===== src/rtl/corevx_defs_pkg.sv =====
// Shared definitions for the corevx pipeline.
// Includes icache command and response codes, fetch exception causes and the fetch state encoding.
package corevx_defs_pkg;

  localparam logic [3:0] CMD_NONE      = 4'd0;
  localparam logic [3:0] CMD_EXECUTE   = 4'd1;
  localparam logic [3:0] CMD_LOAD      = 4'd2;
  localparam logic [3:0] CMD_STORE     = 4'd3;
  localparam logic [3:0] CMD_FLUSH_ALL = 4'd4;

  localparam logic [3:0] RSP_IDLE        = 4'd0;
  localparam logic [3:0] RSP_WAIT        = 4'd1;
  localparam logic [3:0] RSP_DONE        = 4'd2;
  localparam logic [3:0] RSP_ACCESSFAULT = 4'd3;
  localparam logic [3:0] RSP_PAGEFAULT   = 4'd4;
  localparam logic [3:0] RSP_MISSALIGNED = 4'd5;
  localparam logic [3:0] RSP_UNKNOWNTYPE = 4'd6;

  localparam logic [3:0] CAUSE_FETCH_MISALIGNED = 4'd0;
  localparam logic [3:0] CAUSE_FETCH_ACCESS     = 4'd1;
  localparam logic [3:0] CAUSE_FETCH_PAGE       = 4'd12;

  localparam logic [31:0] DEFAULT_NOP_INSTR = 32'h0000_0013;

  typedef enum logic [1:0] {
    WAIT_RESET,
    FETCH,
    HOLD,
    FLUSH
  } fetch_state_t;

  // IDLE and WAIT both mean the cache has not finished the request yet.
  function automatic logic rsp_pending(input logic [3:0] rsp);
    return (rsp == RSP_IDLE) || (rsp == RSP_WAIT);
  endfunction

endpackage


===== src/rtl/corevx_fetch.sv =====
// Instruction fetch stage: holds the PC, performs one icache access at a time and buffers
// the result in a single slot for execute. The slot also carries fetch faults and injected interrupts.
module corevx_fetch
  import corevx_defs_pkg::*;
#(
  parameter logic [31:0] RESET_VECTOR = 32'h0000_2000,
  parameter logic [31:0] NOP_INSTR    = DEFAULT_NOP_INSTR
) (
  input  logic        clk,
  input  logic        rst,
  input  logic        c_reset_done,
  input  logic [3:0]  c_response,
  input  logic [31:0] c_load_data,
  output logic [3:0]  c_cmd,
  output logic [31:0] c_address,
  output logic [31:0] f2e_instr,
  output logic [31:0] f2e_pc,
  output logic        f2e_exc_start,
  output logic [3:0]  f2e_cause,
  output logic        f2e_cause_interrupt,
  input  logic        e2f_ready,
  input  logic        e2f_exc_start,
  input  logic        e2f_exc_return,
  input  logic        e2f_flush,
  input  logic        e2f_branchtaken,
  input  logic [31:0] e2f_branchtarget,
  input  logic [31:0] csr_mtvec,
  input  logic [31:0] csr_mepc,
  input  logic        irq_pending,
  input  logic [3:0]  irq_cause
);

  fetch_state_t state, state_n;
  logic [31:0]  pc, pc_n;
  logic         busy, busy_n;
  logic [31:0]  slot_instr, slot_instr_n;
  logic [31:0]  slot_pc, slot_pc_n;
  logic         slot_exc, slot_exc_n;
  logic [3:0]   slot_cause, slot_cause_n;
  logic         slot_int, slot_int_n;
  logic         slot_valid;

  always_ff @(posedge clk) begin
    if (rst) begin
      state      <= WAIT_RESET;
      pc         <= RESET_VECTOR;
      busy       <= 1'b0;
      slot_instr <= NOP_INSTR;
      slot_pc    <= RESET_VECTOR;
      slot_exc   <= 1'b0;
      slot_cause <= 4'd0;
      slot_int   <= 1'b0;
    end else begin
      state      <= state_n;
      pc         <= pc_n;
      busy       <= busy_n;
      slot_instr <= slot_instr_n;
      slot_pc    <= slot_pc_n;
      slot_exc   <= slot_exc_n;
      slot_cause <= slot_cause_n;
      slot_int   <= slot_int_n;
    end
  end

  // Interrupts and misalignment are only considered before a cache access begins,
  // so an access that is already in progress is never abandoned.
  always_comb begin
    state_n      = state;
    pc_n         = pc;
    busy_n       = busy;
    slot_instr_n = slot_instr;
    slot_pc_n    = slot_pc;
    slot_exc_n   = slot_exc;
    slot_cause_n = slot_cause;
    slot_int_n   = slot_int;
    c_cmd        = CMD_NONE;
    c_address    = 32'd0;

    unique case (state)
      WAIT_RESET: begin
        if (c_reset_done) state_n = FETCH;
      end

      FETCH: begin
        if (!busy && irq_pending) begin
          slot_instr_n = NOP_INSTR;
          slot_pc_n    = pc;
          slot_exc_n   = 1'b1;
          slot_cause_n = irq_cause;
          slot_int_n   = 1'b1;
          state_n      = HOLD;
        end else if (!busy && (pc[1:0] != 2'b00)) begin
          slot_instr_n = NOP_INSTR;
          slot_pc_n    = pc;
          slot_exc_n   = 1'b1;
          slot_cause_n = CAUSE_FETCH_MISALIGNED;
          slot_int_n   = 1'b0;
          state_n      = HOLD;
        end else begin
          c_cmd     = CMD_EXECUTE;
          c_address = pc;
          if (rsp_pending(c_response)) begin
            busy_n = 1'b1;
          end else begin
            busy_n       = 1'b0;
            slot_pc_n    = pc;
            slot_int_n   = 1'b0;
            slot_instr_n = NOP_INSTR;
            slot_exc_n   = 1'b1;
            slot_cause_n = CAUSE_FETCH_ACCESS;
            if (c_response == RSP_DONE) begin
              slot_instr_n = c_load_data;
              slot_exc_n   = 1'b0;
              slot_cause_n = 4'd0;
            end else if (c_response == RSP_PAGEFAULT) begin
              slot_cause_n = CAUSE_FETCH_PAGE;
            end
            state_n = HOLD;
          end
        end
      end

      HOLD: begin
        if (e2f_ready) begin
          state_n = FETCH;
          if (e2f_exc_start)        pc_n = csr_mtvec;
          else if (e2f_exc_return)  pc_n = csr_mepc;
          else if (e2f_flush)       state_n = FLUSH;
          else if (e2f_branchtaken) pc_n = e2f_branchtarget;
          else                      pc_n = slot_pc + 32'd4;
        end
      end

      FLUSH: begin
        c_cmd = CMD_FLUSH_ALL;
        if (!rsp_pending(c_response)) begin
          pc_n    = slot_pc + 32'd4;
          state_n = FETCH;
        end
      end

      default: state_n = WAIT_RESET;
    endcase
  end

  assign slot_valid          = (state == HOLD);
  assign f2e_instr           = slot_valid ? slot_instr : NOP_INSTR;
  assign f2e_pc              = slot_valid ? slot_pc : pc;
  assign f2e_exc_start       = slot_valid & slot_exc;
  assign f2e_cause           = slot_valid ? slot_cause : 4'd0;
  assign f2e_cause_interrupt = slot_valid & slot_int;

endmodule


===== config.mk =====
export PLATFORM = sky130hd
export DESIGN_NAME = corevx_fetch
export DESIGN_NICKNAME = d
export VERILOG_FILES = /design/src/rtl/corevx_defs_pkg.sv /design/src/rtl/corevx_fetch.sv
export SDC_FILE = /design/constraint.sdc
export NUM_CORES = 1
export LEC_CHECK = 0
export ABC_AREA = 0
export CAP_MARGIN = 20
export CORE_MARGIN = 1
export CORE_UTILIZATION = 27
export CTS_BUF_LIST = sky130_fd_sc_hd__clkbuf_2
export DETAILED_ROUTE_END_ITERATION = 8
export SLEW_MARGIN = 20
export SYNTH_ARGS = -nofsm -noshare
export SYNTH_HDL_FRONTEND = slang
export SYNTH_SLANG_ARGS = --single-unit

===== constraint.sdc =====
create_clock -name clk -period 6.5 [get_ports clk]
set_clock_uncertainty 0.1 [all_clocks]
set_input_delay 1.625 -clock clk [delete_from_list [all_inputs] [get_ports clk]]
set_output_delay 1.625 -clock clk [all_outputs]
set_load 0.01 [all_outputs]

== After elaboration in Yosys (flattened, before gate mapping) ==
Index checks and enable logic that the tools add are counted.

* Register bits after elaboration: 105
* Input port bits: 145
* Output and inout bits: 106
* Word-level logic and storage cells: 83

* $add $sub $neg: 1
* Eq/ne operators: 12
* Mux-type cells: 46
* Bitwise logic cells: 4
* Reductions and logical operators: 12

{| class="wikitable"
|+ Operator list
! operator !! number
|-
| 32-bit two-way mux || 18
|-
| 32-bit case mux with 2 select lines || 1
|-
| 32-bit by 3-bit adder with 32-bit output, second input constant || 1
|-
| 4-bit two-way mux || 6
|-
| 2-bit two-way mux || 9
|-
| 1-bit two-way mux || 10
|-
| 4-bit != test, second input constant || 2
|-
| 2-bit case mux with 4 select lines || 1
|-
| 4-bit AND reduction || 2
|-
| 2-bit != test, second input constant || 3
|-
| 3-bit case mux with 2 select lines || 1
|-
| 2-bit equality test, second input constant || 2
|-
| 4-bit by 1-bit equality test with 1-bit output, second input constant || 1
|-
| 4-bit by 2-bit equality test with 1-bit output, second input constant || 1
|-
| 4-bit by 3-bit equality test with 1-bit output, second input constant || 1
|-
| 4-bit logical NOT || 1
|-
| 2-bit nonzero test || 2
|-
| 3-bit != test, second input constant || 1
|-
| 3-bit AND reduction || 1
|-
| 1-bit AND || 2
|-
| 2-bit by 1-bit equality test with 1-bit output, second input constant || 1
|-
| 1-bit logical AND || 2
|-
| 2-bit logical NOT || 1
|-
| 1-bit NOT || 2
|-
| 3 further kinds || 3
|}

== Depth between registers and ports, before layout ==
* Depth in word-level cells: 7
* Gate-level depth with buffers: 10
* Depth with buffers taken out: 7

== Worst setup path after synthesis ==
OpenSTA, ideal clock, no wires.

* Kind: input to output
* Start point: input port irq_pending
* End point: output port c_address[22]
* Arrival: 2.485 ns
* Required time: 4.775 ns
* Slack: 2.290 ns
* Stages: 4
* Buffers on the path: 1
* Path through: nor3_1 > o21a_1 > clkbuf_1 > and2_1

* Cells in the longest elaborated chain, start to end: 3

{| class="wikitable"
|+ RTL lines
! item !! line !! text
|-
| start, declared || corevx_fetch.sv:29 || <nowiki>input logic irq_pending,</nowiki>
|-
| 1-bit logical AND || corevx_fetch.sv:85 || <nowiki>if (!busy && irq_pending) begin</nowiki>
|-
| 32-bit two-way mux || corevx_fetch.sv:85 ||
|-
| 32-bit two-way mux || corevx_fetch.sv:79 || <nowiki>unique case (state)</nowiki>
|-
| end, declared || corevx_fetch.sv:15 || <nowiki>output logic [31:0] c_address,</nowiki>
|}

Every way passes these cells.

== Final worst setup path ==
* Start point: input port irq_pending
* End point: output port c_address[8]

Same word-level chain as after synthesis.

==> results_dict.tcl <==
set metrics [dict create \
    syn_to_final_growth_pct 45.2 \
    worstSkewPairLatency_ps 680 \
    cp.required_ps 4780 \
    whs_ps 374 \
    drv_slew 0 \
    syn-cell-area_um2 6330 \
    cp_slowest_cell "clkdlybuf4s50_1" \
    slowest_delay_ps 530 \
    setup_viol 0 \
    synth-warning-count 0 \
    power.density_nw_per_um2 147 \
    drc_errors 0 \
    cp-start-kind "input pin" \
    clk_path_buf_depth 2 \
    numPortBuffers 248 \
    grt_pass1_vias 6568 \
    crit_chain "clkdlybuf4s50_1, nor3_1, o21a_1, buf_12, and2_1, clkdlybuf4s50_1" \
    worst_setup_path_end_kind "output port" \
    vdd_drop_max_uv 79.2 \
    ctsHtreeMaxLevel 3 \
    fin_total_pwr_mw 1.36 \
    grtUsageTotal 0.212 \
    syn_area_per_cell_um2 7.75 \
    num_vias 6751 \
    cts_resized 0 \
    setup.worst_path.start "irq_pending" \
    dieWidth_um 155 \
    slew_headroom 0.290 \
    yosysSeqAreaShare 0.332 \
    rr_startpoint "state[0]$_SDFFE_PP0P_" \
    dp_hpwl_mm 17.9 \
    pre_cts_ws_ps 1110 \
    cts_inserted_buffers 9 \
    rr_worst_depth 9 \
    hp-class "flop to flop" \
    place.gp.congestion 0.845 \
    fp.dieH_um 155 \
    async_flop_share 0 \
    synth-seq-cells 105 \
    worstSetupEndpoint "c_address[8]" \
    max_cap_viol_count 0 \
    num_rows 55 \
    cts_setup_buffers 0 \
    clk_pin_slew_worst_paths_ps 370 \
    cp.arrival_ps 3620 \
    synthCells 817 \
    synth_edf_count 0 \
    synth_top_area_frac 0.332 \
    setup_ws_ps 1150 \
    synthTopCellsByArea "dfxtp_1 (33%), nand2_1 (7.1%), a21oi_1 (6.6%)" \
    r2r_end "pc[17]$_SDFFE_PP0P_" \
    outcome "finished clean" \
    die_area_um2 24100 \
    antenna_found_initial 5 \
    fillers 2400 \
    initial_utilization 0.277 \
    io_pins 251 \
    cts-root-buf "clkbuf_2" \
    cts.sink_count 105 \
    cts_tree "yes" \
    first_iter_violations 482 \
    p_leak_nw 3.14 \
    grt_pass1_wl_mm 39.2 \
    finalHoldViolations 0 \
    finalCriticalPeriod_ps 5350 \
    viasPerCell 5.05 \
    cts_hold_buf 0 \
    tns_ps 0 \
    final_nets 1166 \
    final.period_utilization 0.822 \
    core_area_um2 22800 \
    yosysUniqueCellTypes 69 \
    drt-pass1-iter-count 5 \
    ant_nets 0 \
    clock.fmax_ghz 0.187 \
    gr-total-overflow 0 \
    crit_path_frequent_cell "clkdlybuf4s50_1" \
    crit_type "input pin to output port" \
    rsz0062_at_grt "no" \
    wl_mm 25.4 \
    crit_fanout 24 \
    grt_max_degree 67 \
    synth_ff_type "dfxtp_1" \
    yosys.area.top_type "dfxtp_1" \
    worst_pin_slew_ps 1060 \
    wl_per_cell_um 19.0 \
    rrSetupSlack_ps 2390 \
    layout-drive-gt1-share 0.0804 \
]
[cells in the mapped netlist, types with 3 or more instances]
library cell	number
nand3_1	11
or2_2	3
o21a_1	4
mux2i_1	6
a22o_1	29
mux2_2	36
a211oi_1	10
nand3b_1	5
and3_1	3
a22oi_1	5
o21ai_0	33
and2_1	66
dfxtp_1	105
a32o_1	3
nor3_1	20
nor2_1	43
o22ai_1	20
buf_2	5
o221ai_1	3
clkbuf_1	63
ha_1	6
inv_1	13
xnor2_1	8
xor2_1	6
and4_1	3
o32a_1	8
nor2b_1	4
or3_1	6
o31a_1	7
nor3b_1	4
buf_1	5
nand4_1	7
nand2_1	120
nand2b_1	4
a21oi_1	84
a221oi_1	9
nor4_1	10
[worst max-delay path: cells and delay by family]
family	cells	cell delay, ps
AO/OA/AOI/OAI	1	450
buffers and inverters	3	1170
AND/OR/NAND/NOR	2	350
[power by group]
| group | internal [mW] | switching [mW] |
|---|---|---|
| Combinational | 0.156 | 0.160 |
| Sequential | 0.665 | 0.0179 |
| Clock | 0.0744 | 0.283 |
[routing by layer]
layer  vias to the layer above  share of wire  global-route usage
met3                        22          0.090              0.0568
met5                         -        0.00047                   0
met2                       267           0.46               0.347
li1                       3332              -                   -
met4                         2          0.013              0.0481
met1                      3128           0.44               0.276
[kinds of logic after synthesis]
| logic type | share of synthesized area |
|---|---|
| buffers and inverters | 0.0549 |
| AOI/OAI and AO/OA | 0.251 |
| muxes | 0.0735 |
| and+or+nand+nor | 0.257 |
| other | 0.000592 |
| adders and majority gates | 0.0119 |
| DFF | 0.332 |
| xor gates and xnor gates | 0.0194 |
[metrics by stage]
step / instances / util / instance area, µm²
detailed placement: 1317 / 0.396 / 9050
global route: 1334 / 0.403 / 9200
floorplan: 818 / - / 6340
global placement: 1317 / 0.396 / 9040
finish: 1336 / 0.403 / 9200
CTS: 1333 / 0.402 / 9190
[layout make-up]
type	instances	area, µm²	share of cell area
Antenna cell	3	7.51	0.000816
Inverter	14	52.6	0.00571
Clock buffer	9	45.0	0.00490
Timing Repair Buffer	261	2580	0.281
Multi-Input combinational cell	624	3920	0.426
Tap cell	313	392	0.0426
Clock inverter	7	98.8	0.0107
Sequential cell	105	2100	0.228
[how the worst min path moves through the flow]
stage | to | slack, ps | startpoint | cells after the start
floorplan | slot_cause[1]$_SDFFE_PP0P_ | 330 | slot_cause[1]$_SDFFE_PP0P_ | 2
global placement | slot_int$_SDFFE_PP0P_ | 340 | slot_int$_SDFFE_PP0P_ | 2
detailed placement | slot_cause[1]$_SDFFE_PP0P_ | 350 | slot_cause[1]$_SDFFE_PP0P_ | 2
CTS | slot_int$_SDFFE_PP0P_ | 380 | slot_int$_SDFFE_PP0P_ | 2
global route | slot_pc[11]$_SDFFE_PP0P_ | 400 | pc[11]$_SDFFE_PP0P_ | 2
finish | slot_int$_SDFFE_PP0P_ | 370 | slot_int$_SDFFE_PP0P_ | 2
[registers in the layout (all words and copies together), names as in the netlist]
signal / count
busy: 1
pc: 32
slot_cause: 4
slot_exc: 1
slot_instr: 32
slot_int: 1
slot_pc: 32
state: 2
[layout by cell type, fill, tap and decap left out, types with 20 or more instances in the layout]
| cell | instances |
|---|---|
| a21oi_1 | 84 |
| a22o_1 | 29 |
| and2_1 | 66 |
| clkdlybuf4s50_1 | 246 |
| dfxtp_1 | 105 |
| mux2_2 | 36 |
| nand2_1 | 120 |
| nor2_1 | 41 |
| nor3_1 | 20 |
| o21ai_0 | 33 |
| o22ai_1 | 20 |
No activity file was read; power rests on OpenSTA's default activity.
